`config.mk`:
```
export PLATFORM = sky130hd
export DESIGN_NAME = cpu_controller
export DESIGN_NICKNAME = d
export VERILOG_FILES = /design/src/rtl/cpu_controller.sv
export SDC_FILE = /design/constraint.sdc
export NUM_CORES = 1
export LEC_CHECK = 0
export ABC_AREA = 1
export ABC_CLOCK_PERIOD_IN_PS = 1390
export CORE_ASPECT_RATIO = 0.75
export CORE_MARGIN = 8
export CORE_UTILIZATION = 35
export CTS_CLUSTER_SIZE = 16
export DETAILED_ROUTE_END_ITERATION = 6
export GPL_TIMING_DRIVEN = 1
export PLACE_DENSITY_LB_ADDON = 0.05
export SKIP_LAST_GASP = 1
export SLEW_MARGIN = 10
export SYNTH_ARGS = -nofsm -noshare
export SYNTH_HDL_FRONTEND = slang
export SYNTH_SLANG_ARGS = --single-unit
```
`constraint.sdc`:
```
create_clock -name clk -period 1.39 [get_ports clk]
set_input_delay 0.417 -clock clk [delete_from_list [all_inputs] [get_ports clk]]
set_output_delay 0.417 -clock clk [all_outputs]
set_load 0.005 [all_outputs]
```
`src/rtl/cpu_controller.sv`:
```
// Instruction decoder and multi-cycle control FSM for the 16-bit datapath.
// Latches one instruction per valid/ready handshake and sequences the MOV/ALU flow.
module cpu_controller #(
  parameter bit ERR_STICKY = 1'b1
) (
  input  logic        clk,
  input  logic        reset_n,
  input  logic [15:0] instr,
  input  logic        instr_valid,
  output logic        instr_ready,
  output logic [2:0]  readnum,
  output logic [2:0]  writenum,
  output logic        write,
  output logic        loada,
  output logic        loadb,
  output logic        loadc,
  output logic        loads,
  output logic [1:0]  vsel,
  output logic        asel,
  output logic        bsel,
  output logic [1:0]  shift,
  output logic [1:0]  ALUop,
  output logic [15:0] sximm8,
  output logic [15:0] sximm5,
  output logic        done,
  output logic        err
);

  typedef enum logic [2:0] {
    S_WAIT   = 3'd0,
    S_DECODE = 3'd1,
    S_WIMM   = 3'd2,
    S_GETA   = 3'd3,
    S_GETB   = 3'd4,
    S_EXEC   = 3'd5,
    S_WREG   = 3'd6,
    S_ERROR  = 3'd7
  } state_t;

  state_t      state_r;
  state_t      state_next_s;
  logic [15:0] ir_r;
  logic        accept_s;

  logic [2:0]  opcode_s;
  logic [1:0]  op_s;
  logic [2:0]  rn_s;
  logic [2:0]  rd_s;
  logic [1:0]  sh_s;
  logic [2:0]  rm_s;
  logic        is_movi_s;
  logic        is_mov_s;
  logic        is_alu_s;
  logic        is_mvn_s;
  logic        is_cmp_s;

  assign opcode_s  = ir_r[15:13];
  assign op_s      = ir_r[12:11];
  assign rn_s      = ir_r[10:8];
  assign rd_s      = ir_r[7:5];
  assign sh_s      = ir_r[4:3];
  assign rm_s      = ir_r[2:0];

  assign is_movi_s = (opcode_s == 3'b110) && (op_s == 2'b10);
  assign is_mov_s  = (opcode_s == 3'b110) && (op_s == 2'b00);
  assign is_alu_s  = (opcode_s == 3'b101);
  assign is_mvn_s  = is_alu_s && (op_s == 2'b11);
  assign is_cmp_s  = is_alu_s && (op_s == 2'b01);

  assign accept_s  = (state_r == S_WAIT) && instr_valid;
  assign sximm8    = {{8{ir_r[7]}}, ir_r[7:0]};
  assign sximm5    = {{11{ir_r[4]}}, ir_r[4:0]};
  assign bsel      = 1'b0;

  // State and instruction register; IR only changes on an accepted handshake.
  always_ff @(posedge clk or negedge reset_n) begin
    if (!reset_n) begin
      state_r <= S_WAIT;
      ir_r    <= 16'h0000;
    end else begin
      state_r <= state_next_s;
      if (accept_s) begin
        ir_r <= instr;
      end else begin
        ir_r <= ir_r;
      end
    end
  end

  // Next-state sequencing per instruction class.
  always_comb begin
    state_next_s = state_r;
    case (state_r)
      S_WAIT: begin
        if (instr_valid) state_next_s = S_DECODE;
        else             state_next_s = S_WAIT;
      end
      S_DECODE: begin
        if (is_movi_s)                  state_next_s = S_WIMM;
        else if (is_mov_s || is_mvn_s)  state_next_s = S_GETB;
        else if (is_alu_s)              state_next_s = S_GETA;
        else                            state_next_s = S_ERROR;
      end
      S_GETA:  state_next_s = S_GETB;
      S_GETB:  state_next_s = S_EXEC;
      S_EXEC: begin
        if (is_cmp_s) state_next_s = S_WAIT;
        else          state_next_s = S_WREG;
      end
      S_WIMM:  state_next_s = S_WAIT;
      S_WREG:  state_next_s = S_WAIT;
      S_ERROR: begin
        if (ERR_STICKY) state_next_s = S_ERROR;
        else            state_next_s = S_WAIT;
      end
      default: state_next_s = S_WAIT;
    endcase
  end

  // Moore control outputs decoded from state and IR; everything idles low.
  always_comb begin
    instr_ready = 1'b0;
    readnum     = 3'd0;
    writenum    = 3'd0;
    write       = 1'b0;
    loada       = 1'b0;
    loadb       = 1'b0;
    loadc       = 1'b0;
    loads       = 1'b0;
    vsel        = 2'b00;
    asel        = 1'b0;
    shift       = 2'b00;
    ALUop       = 2'b00;
    done        = 1'b0;
    err         = 1'b0;
    case (state_r)
      S_WAIT:   instr_ready = 1'b1;
      S_DECODE: instr_ready = 1'b0;
      S_WIMM: begin
        write    = 1'b1;
        writenum = rn_s;
        vsel     = 2'b10;
        done     = 1'b1;
      end
      S_GETA: begin
        readnum = rn_s;
        loada   = 1'b1;
      end
      S_GETB: begin
        readnum = rm_s;
        loadb   = 1'b1;
        shift   = sh_s;
      end
      S_EXEC: begin
        shift = sh_s;
        // MOV and MVN pass B through with A forced to zero
        asel  = is_mov_s || is_mvn_s;
        if (is_mov_s) ALUop = 2'b00;
        else          ALUop = op_s;
        loadc = !is_cmp_s;
        loads = is_cmp_s;
        done  = is_cmp_s;
      end
      S_WREG: begin
        write    = 1'b1;
        writenum = rd_s;
        vsel     = 2'b00;
        done     = 1'b1;
      end
      S_ERROR: err = 1'b1;
      default: instr_ready = 1'b0;
    endcase
  end

endmodule

```
* Word-level counts from Yosys, hierarchy flattened
Cells that the tools add are included.
** Storage, ports and cells
- Flip-flop bits (word level) :: 19
- Input port bits :: 19
- Output and inout bits :: 54
** Operators by class
- Equality and inequality tests :: 12
- Muxes and demuxes :: 21
- Reduce and logical (&&, ||, !) cells :: 11
** Operators with widths (count)
- case mux 3 bit (7 select lines) :: 1
- == test 3 bit, second input constant :: 6
- two-way mux 3 bit :: 4
- case mux 3 bit (2 select lines) :: 2
- two-way mux 1 bit :: 9
- two-way mux 2 bit :: 4
- == test 3 x 2 -> 1 bit, second input constant :: 2
- logical AND 1 bit :: 5
- == test 2 bit, second input constant :: 2
- OR reduction 2 bit :: 2
- == test 3 x 1 -> 1 bit, second input constant :: 1
- logical NOT 3 bit :: 1
- == test 2 x 1 -> 1 bit, second input constant :: 1
- logical NOT 2 bit :: 1
- case mux 1 bit (2 select lines) :: 1
- logical NOT 1 bit :: 1
- logical OR 1 bit :: 1

* Logic depth before layout (Yosys ltp)
Gate-level depths: netlist (run 1).
- Word-level depth :: 6
- Gate-level depth with buffers :: 6
- Mapped depth without buffers :: 5

* Least setup slack after synthesis (run 1)
No wires, ideal clock.
- Path kind :: flip-flop to output port
- Start point :: register state_r[1]
- End point :: output port writenum[0]
- Data arrival time :: 1.047 ns
- Data required time :: 0.973 ns
- Setup slack :: -0.074 ns
- Cell stages (with the launch flop) :: 6
- Path buffers :: 1
- Cells stage by stage :: dfrtp_1 > buf_4 > inv_1 > nor2_1 > nand2_1 > o21ai_0
** On the way
- Cells in the longest elaborated chain, start to end :: 2
- Elaborated cells on any way between the ends :: 3
- Those cells by class :: eq/ne: 2; mux: 1
** RTL lines
- start: declaration :: line 40 : state_t state_r;
- start signal: assignment :: line 81 : state_r <= state_next_s;
- == test 3 bit or == test 3 x 2 -> 1 bit (tied branches) :: line 136 : case (state_r)
- case mux 3 bit (2 select lines) * :: line 136
- end: declaration :: line 12 : output logic [2:0] writenum,
Mark *: on every way between the ends. The rest lies on a longest branch, timed or not.

* Worst setup path after layout (run 1)
- Start point :: register state_r[1]
- End point :: output port done
** On the way
- Cells in the longest elaborated chain, start to end :: 3
- Elaborated cells on any way between the ends :: 5
- Those cells by class :: eq/ne: 3; mux: 1; reduce/logical: 1
** RTL lines
- == test 3 bit or == test 3 x 2 -> 1 bit (tied branches) :: line 136
- OR reduction 2 bit (no source line)
- case mux 1 bit (2 select lines) * :: line 136
- end: declaration :: line 25 : output logic done,
Marked as above.

==> results of run 1 <==
-- metrics by stage --
stage               TNS [ns]  cells
finish                -10.23    331
global placement      -11.98    293
floorplan           -0.00547    171
CTS                   -10.52    320
detailed placement    -13.55    293
global route          -12.97    331
-- cell usage after synthesis (all sizes together) --
master / count
a21oi: 10
nand4: 2
nand3: 19
o21ai: 6
inv: 19
nand2: 31
nor2: 20
dfrtp: 19
o22ai: 1
nor3: 2
conb: 1
buf: 40
-- cell type report --
class                   instances  area, um^2  share of cell area (%)
clock buffers                   4        45.0                    1.79
inverters                      19        73.8                    2.93
multi-input cells              93         611                    24.2
flip-flops and latches         19         478                    19.0
well taps                      52        65.1                    2.58
repair buffers                144        1250                    49.5
-- metal layers --
layer / share of wire, % / global-route usage, % / vias to the layer above
li1: - / - / 714
met1: 42 / 16.8 / 679
met2: 50 / 27.6 / 53
met3: 6.6 / 5.56 / 8
met4: 1.8 / 5.13 / 0
met5: 0 / 0 / -
-- worst reg2reg max path, delay by kind of cell (launching register included) --
kind,cells,cell delay (ns)
AO/OA/AOI/OAI,1,0.04
flip-flops,1,0.44
buffers and inverters,4,0.58
AND/OR/NAND/NOR,3,0.41
-- what timing repair did --
action / in CTS / in global routing
endpoints found under the setup margin: 69 / 53
gates cloned: 0 / 1
setup buffers: 24 / 10
pin swaps: 6 / 8
endpoints found under the hold margin: 0 / 0
gates resized for setup: 212 / 74
-- power by group --
group	total, mW	leakage [nW]	internal (mW)	switching (mW)
clock	0.396	0.0228	0.204	0.192
combinational	0.0783	1.12	0.0482	0.0301
sequential	0.552	0.207	0.552	0
-- sequential cells by signal (all words and copies together) (netlist names) --
signal and count:
ir_r 16, state_r 3
-- worst paths after layout --
kind / to / cells after the start
setup / recovery: done / 6
hold / removal: ir_r[4]$_DFFE_PN0P_ / 2
setup reg to reg: ir_r[14]$_DFFE_PN0P_ / 8
hold reg to reg: ir_r[5]$_DFFE_PN0P_ / 3
max in group asynchronous: state_r[2]$_DFF_PN0_ / 2
min in group clk: ir_r[5]$_DFFE_PN0P_ / 3
-- kinds of logic after synthesis --
| kind of cell | synth area share (%) |
|---|---|
| other | 0.287 |
| DFF | 36.4 |
| buffers and inverters | 28.8 |
| AOI/OAI and AO/OA | 8.90 |
| and+or+nand+nor | 25.6 |
==> flow_summary.json, run 1 <==
{
  "status": "complete, but fails checks",
  "violations": "setup timing",
  "synth_area_um2": 1310,
  "numCtsBuffers": 3,
  "yosys_warnings": 0,
  "whs_ns": 0.486,
  "cts.path.max_buffers": 2,
  "worst_slack_ns": -0.416,
  "ctsHoldBuffers": 0,
  "fin_skew_ns": 0.00191,
  "fp.dieW_um": 86.6,
  "ff2ff_setup_slack_ns": -0.17,
  "final_cell_mix": "buf_4 (49), buf_6 (37), buf_2 (30)",
  "path_clk_slew_ns": 0.07,
  "clk_latency_ns": 0.26,
  "synth_area_leaders": "dfrtp_1 (36%), buf_4 (20%), nand2_1 (8.6%), nand3_1 (7.3%), inv_1 (5.5%)",
  "n_antenna_cell": 0,
  "dp_hpwl_um": 3150,
  "grt_pass1_vias": 1560,
  "die_height_um": 68.9,
  "fin_nets": 299,
  "cts.sinks": 19,
  "crit_family": "buffers and inverters",
  "synthDistinctLibCells": 19,
  "p_per_area_nw_per_um2": 407,
  "dp_slack_ns": -0.532,
  "ir_drop_uv": 351,
  "maxCapViolCount": 0,
  "slowest_delay_ns": 0.42,
  "start_util_pct": 36.2,
  "period_minus_slack_ns": 1.81,
  "crit_fanout": 3,
  "cpMaxStageDelayCell": "dfrtp_1",
  "cp-start-kind": "flip-flop",
  "synth_area_per_cell_um2": 7.69,
  "placed_cell_area_um2": 2120,
  "grt_usage_pct": 15.4,
  "h-tree-depth": 1,
  "utilization_pct": 69.7,
  "port_buffers": 70,
  "min_path_type": "in2async",
  "antenna_found_initial": 0,
  "leakage_nw": 1.35,
  "drt_iter0_drc": 69,
  "crit_path_cell_trace": "inv_2 > buf_4 > buf_4 > buf_4 > o22ai_2 > buf_2",
  "synth_top_area_share_pct": 36.4,
  "drc": 0,
  "drive_gt1_share_pct": 62.7,
  "final_common_cell": "buf_4",
  "synth_top_area_cell": "dfrtp_1",
  "drv_slew": 0,
  "grt_pass1_wl_um": 7170,
  "ys_seq_area_share_pct": 36.4,
  "fmax_mhz": 554,
  "critical_path_class": "reg2out",
  "area_growth_pct": 92.7,
  "via_count": 1454,
  "fin_area_um2": 2520,
  "power_mw": 1.03,
  "clockRootBuffer": "clkbuf_8",
  "rows": 19,
  "detail_route.wl_per_cell_um": 13.9,
  "avgViaCountPerCell": 4.39,
  "arrival_ns": 1.39,
  "finalCritPeriodShare_pct": 130,
  "crit_buf_inv": 5,
  "r2r-start": "state_r[0]$_DFF_PN0_",
  "crit_top_cell": "buf_4",
  "wl_um": 4600,
  "pin_count": 73,
  "cp-startpoint": "state_r[1]$_DFF_PN0_",
  "core_um2": 3610,
  "fill_cells": 278,
  "drtAntennaViolNets": 0,
  "gp_congestion": 0.821,
  "end_kind": "output pin",
  "grt_start_max_net_pins": 20,
  "cts_tree": "done",
  "required_ns": 0.97,
  "setup_violations": 55,
  "drtPass1Iterations": 4,
  "grt-ovfl-total": 0,
  "netlist_instances": 170,
  "dieArea_um2": 5970,
  "rsz0062_at_grt": "true",
  "hold_viol": 0,
  "ys_ff_latch": 19
}
(Power assumes the default switching activity.)
==> run 2: changes to the inputs <==
Settings changed: CTS_CLUSTER_SIZE 16 to 12.
==> results of run 2 <==
No change in the layout: final DEF, timing and power equal those of run 1.
==> run 3: changes to the inputs <==
Settings changed: SETUP_SLACK_MARGIN set to 0.5.
==> run 3 against run 2 <==
The flow still finishes with violations (setup timing). Critical endpoint is now writenum[1]. Worst hold slack improved by 0.033 ns. Clock power down 2%. Critical path type unchanged. Clock skew increased by 0.0031 ns. Highest routed layer unchanged. Setup slack got worse by 0.0020 ns. Final cell count shrank 2.1%.
==> flow_summary.json, run 3 (same netlist as run 1, synthesis figures left out) <==
{
  "rows": 19,
  "leakage_nw": 1.40,
  "crit_fanout": 4,
  "grt_pass1_vias": 1484,
  "wl_um": 4600,
  "p_per_area_nw_per_um2": 389,
  "start_util_pct": 36.2,
  "drtPass1Iterations": 4,
  "status": "complete, but fails checks",
  "area_growth_pct": 101,
  "timing.setup.tns_ns": -11.37,
  "violations": "setup timing",
  "maxCapViolCount": 0,
  "arrival_ns": 1.39,
  "finalCritPeriodShare_pct": 130,
  "placed_cells": 289,
  "cts.path.max_buffers": 2,
  "slowest_delay_ns": 0.42,
  "dieArea_um2": 5970,
  "grt-ovfl-total": 0,
  "r2r_cells": 9,
  "final_common_cell": "buf_6",
  "drtAntennaViolNets": 0,
  "critical_path_class": "reg2out",
  "pin_count": 73,
  "rsz0062_at_grt": "true",
  "fill_cells": 273,
  "layoutNonFillerInstCount": 324,
  "clk_latency_ns": 0.26,
  "numCtsBuffers": 3,
  "grt_pass1_wl_um": 6430,
  "avgViaCountPerCell": 4.44,
  "min_path_type": "in2async",
  "drc": 0,
  "multiInputGateArea_um2": 659,
  "required_ns": 0.97,
  "n_antenna_cell": 0,
  "drv_slew": 0,
  "reg_top3": "ir_r (16), state_r (3)",
  "h-tree-depth": 1,
  "fmax_mhz": 553,
  "hold_viol": 0,
  "final_cell_mix": "buf_6 (57), buf_4 (36), clkdlybuf4s50_1 (18), buf_2 (18), nand2_1 (17)",
  "cts_tree": "done",
  "port_buffers": 70,
  "drt_iter0_drc": 50,
  "regArea_um2": 480,
  "clockRootBuffer": "clkbuf_8",
  "utilization_pct": 72.6,
  "core_um2": 3610,
  "dp_slack_ns": -0.465,
  "path_clk_slew_ns": 0.07,
  "antenna_found_initial": 0,
  "rr_endpoint": "ir_r[15]$_DFFE_PN0P_",
  "die_height_um": 68.9,
  "dp_hpwl_um": 3160,
  "fin_nets": 292,
  "end_kind": "output pin",
  "cts.sinks": 19,
  "worst_slack_ns": -0.418,
  "largest-register": "ir_r",
  "fp.dieW_um": 86.6,
  "setup_violations": 53,
  "ir_drop_uv": 497,
  "detail_route.wl_per_cell_um": 14.2,
  "largest_reg_flops": 16,
  "period_minus_slack_ns": 1.81,
  "drive_gt1_share_pct": 65.4,
  "ff2ff_setup_slack_ns": -0.23,
  "cp-start-kind": "flip-flop",
  "gp_congestion": 0.849,
  "grt_usage_pct": 13.8,
  "crit_path_cell_trace": "inv_2 > nor2_4 > nand2_4 > buf_6 > o21ai_2 > buf_2",
  "grt_start_max_net_pins": 20,
  "fin_skew_ns": 0.00497,
  "via_count": 1437,
  "r2r-start": "state_r[1]$_DFF_PN0_",
  "cpMaxStageDelayCell": "dfrtp_1"
}
## run 3: cell count changes in the layout (fill, tap and decap cells not counted), moves of 2 or more
cell,change
buf_4,-13
nand2_1,-9
dfrtp_2,+2
buf_2,-12
nand2_4,+3
dfrtp_1,-2
buf_6,+20
inv_1,+3
inv_2,-3
nand2_2,+6
## run 3: critical path, delay by kind of cell, from the launching register on
kind                   cells  cell delay, ns
AOI/OAI and AO/OA          1            0.10
DFF                        1            0.42
and+or+nand+nor            2            0.28
buffers and inverters      3            0.35
## run 3: per-stage QoR
step	power (mW)	cell area (um^2)	hold WS, ns
6_report	1.02	2620	0.519
5_1_grt	1.06	2620	0.543
4_1_cts	1.02	2400	0.525
3_5_place_dp	0.638	2130	0.491
3_3_place_gp	0.637	2130	0.486
2_1_floorplan	0.573	1510	0.121
## run 3: per-layer routing
metal,track usage (%),wire length (um),vias up
li1,-,-,703
met3,4.38,333,8
met4,5.56,87,0
met5,0,0,-
met1,12.8,1740,673
met2,28.0,2440,53
## run 3: worst max-delay path by stage
stage | to | depth (start not counted) | from
6_report | writenum[1] | 6 | state_r[1]$_DFF_PN0_
5_1_grt | done | 7 | state_r[1]$_DFF_PN0_
4_1_cts | asel | 7 | state_r[1]$_DFF_PN0_
3_5_place_dp | readnum[1] | 6 | state_r[0]$_DFF_PN0_
3_3_place_gp | writenum[0] | 4 | state_r[0]$_DFF_PN0_
2_1_floorplan | ir_r[12]$_DFFE_PN0P_ | 6 | state_r[1]$_DFF_PN0_
## run 3: power by group
part           total (mW)  switching, mW  internal [mW]
Combinational      0.0804         0.0316         0.0488
Sequential          0.552              0          0.552
Clock               0.387          0.184          0.204
Total                1.02          0.215          0.805
## run 3: cell type report
type                            count  area share (%)
Inverter                           19            2.81
Tap cell                           52            2.48
Clock buffer                        4            1.72
Multi-Input combinational cell     93            25.1
Sequential cell                    19            18.3
Timing Repair Buffer              137            49.5
## run 3: what timing repair did
item                       CTS  global route
pin swaps                    8             3
setup buffers               23             5
hold buffers                 0             0
resized for setup          235            55
cloned                       1             2
setup endpoints to repair   71            71
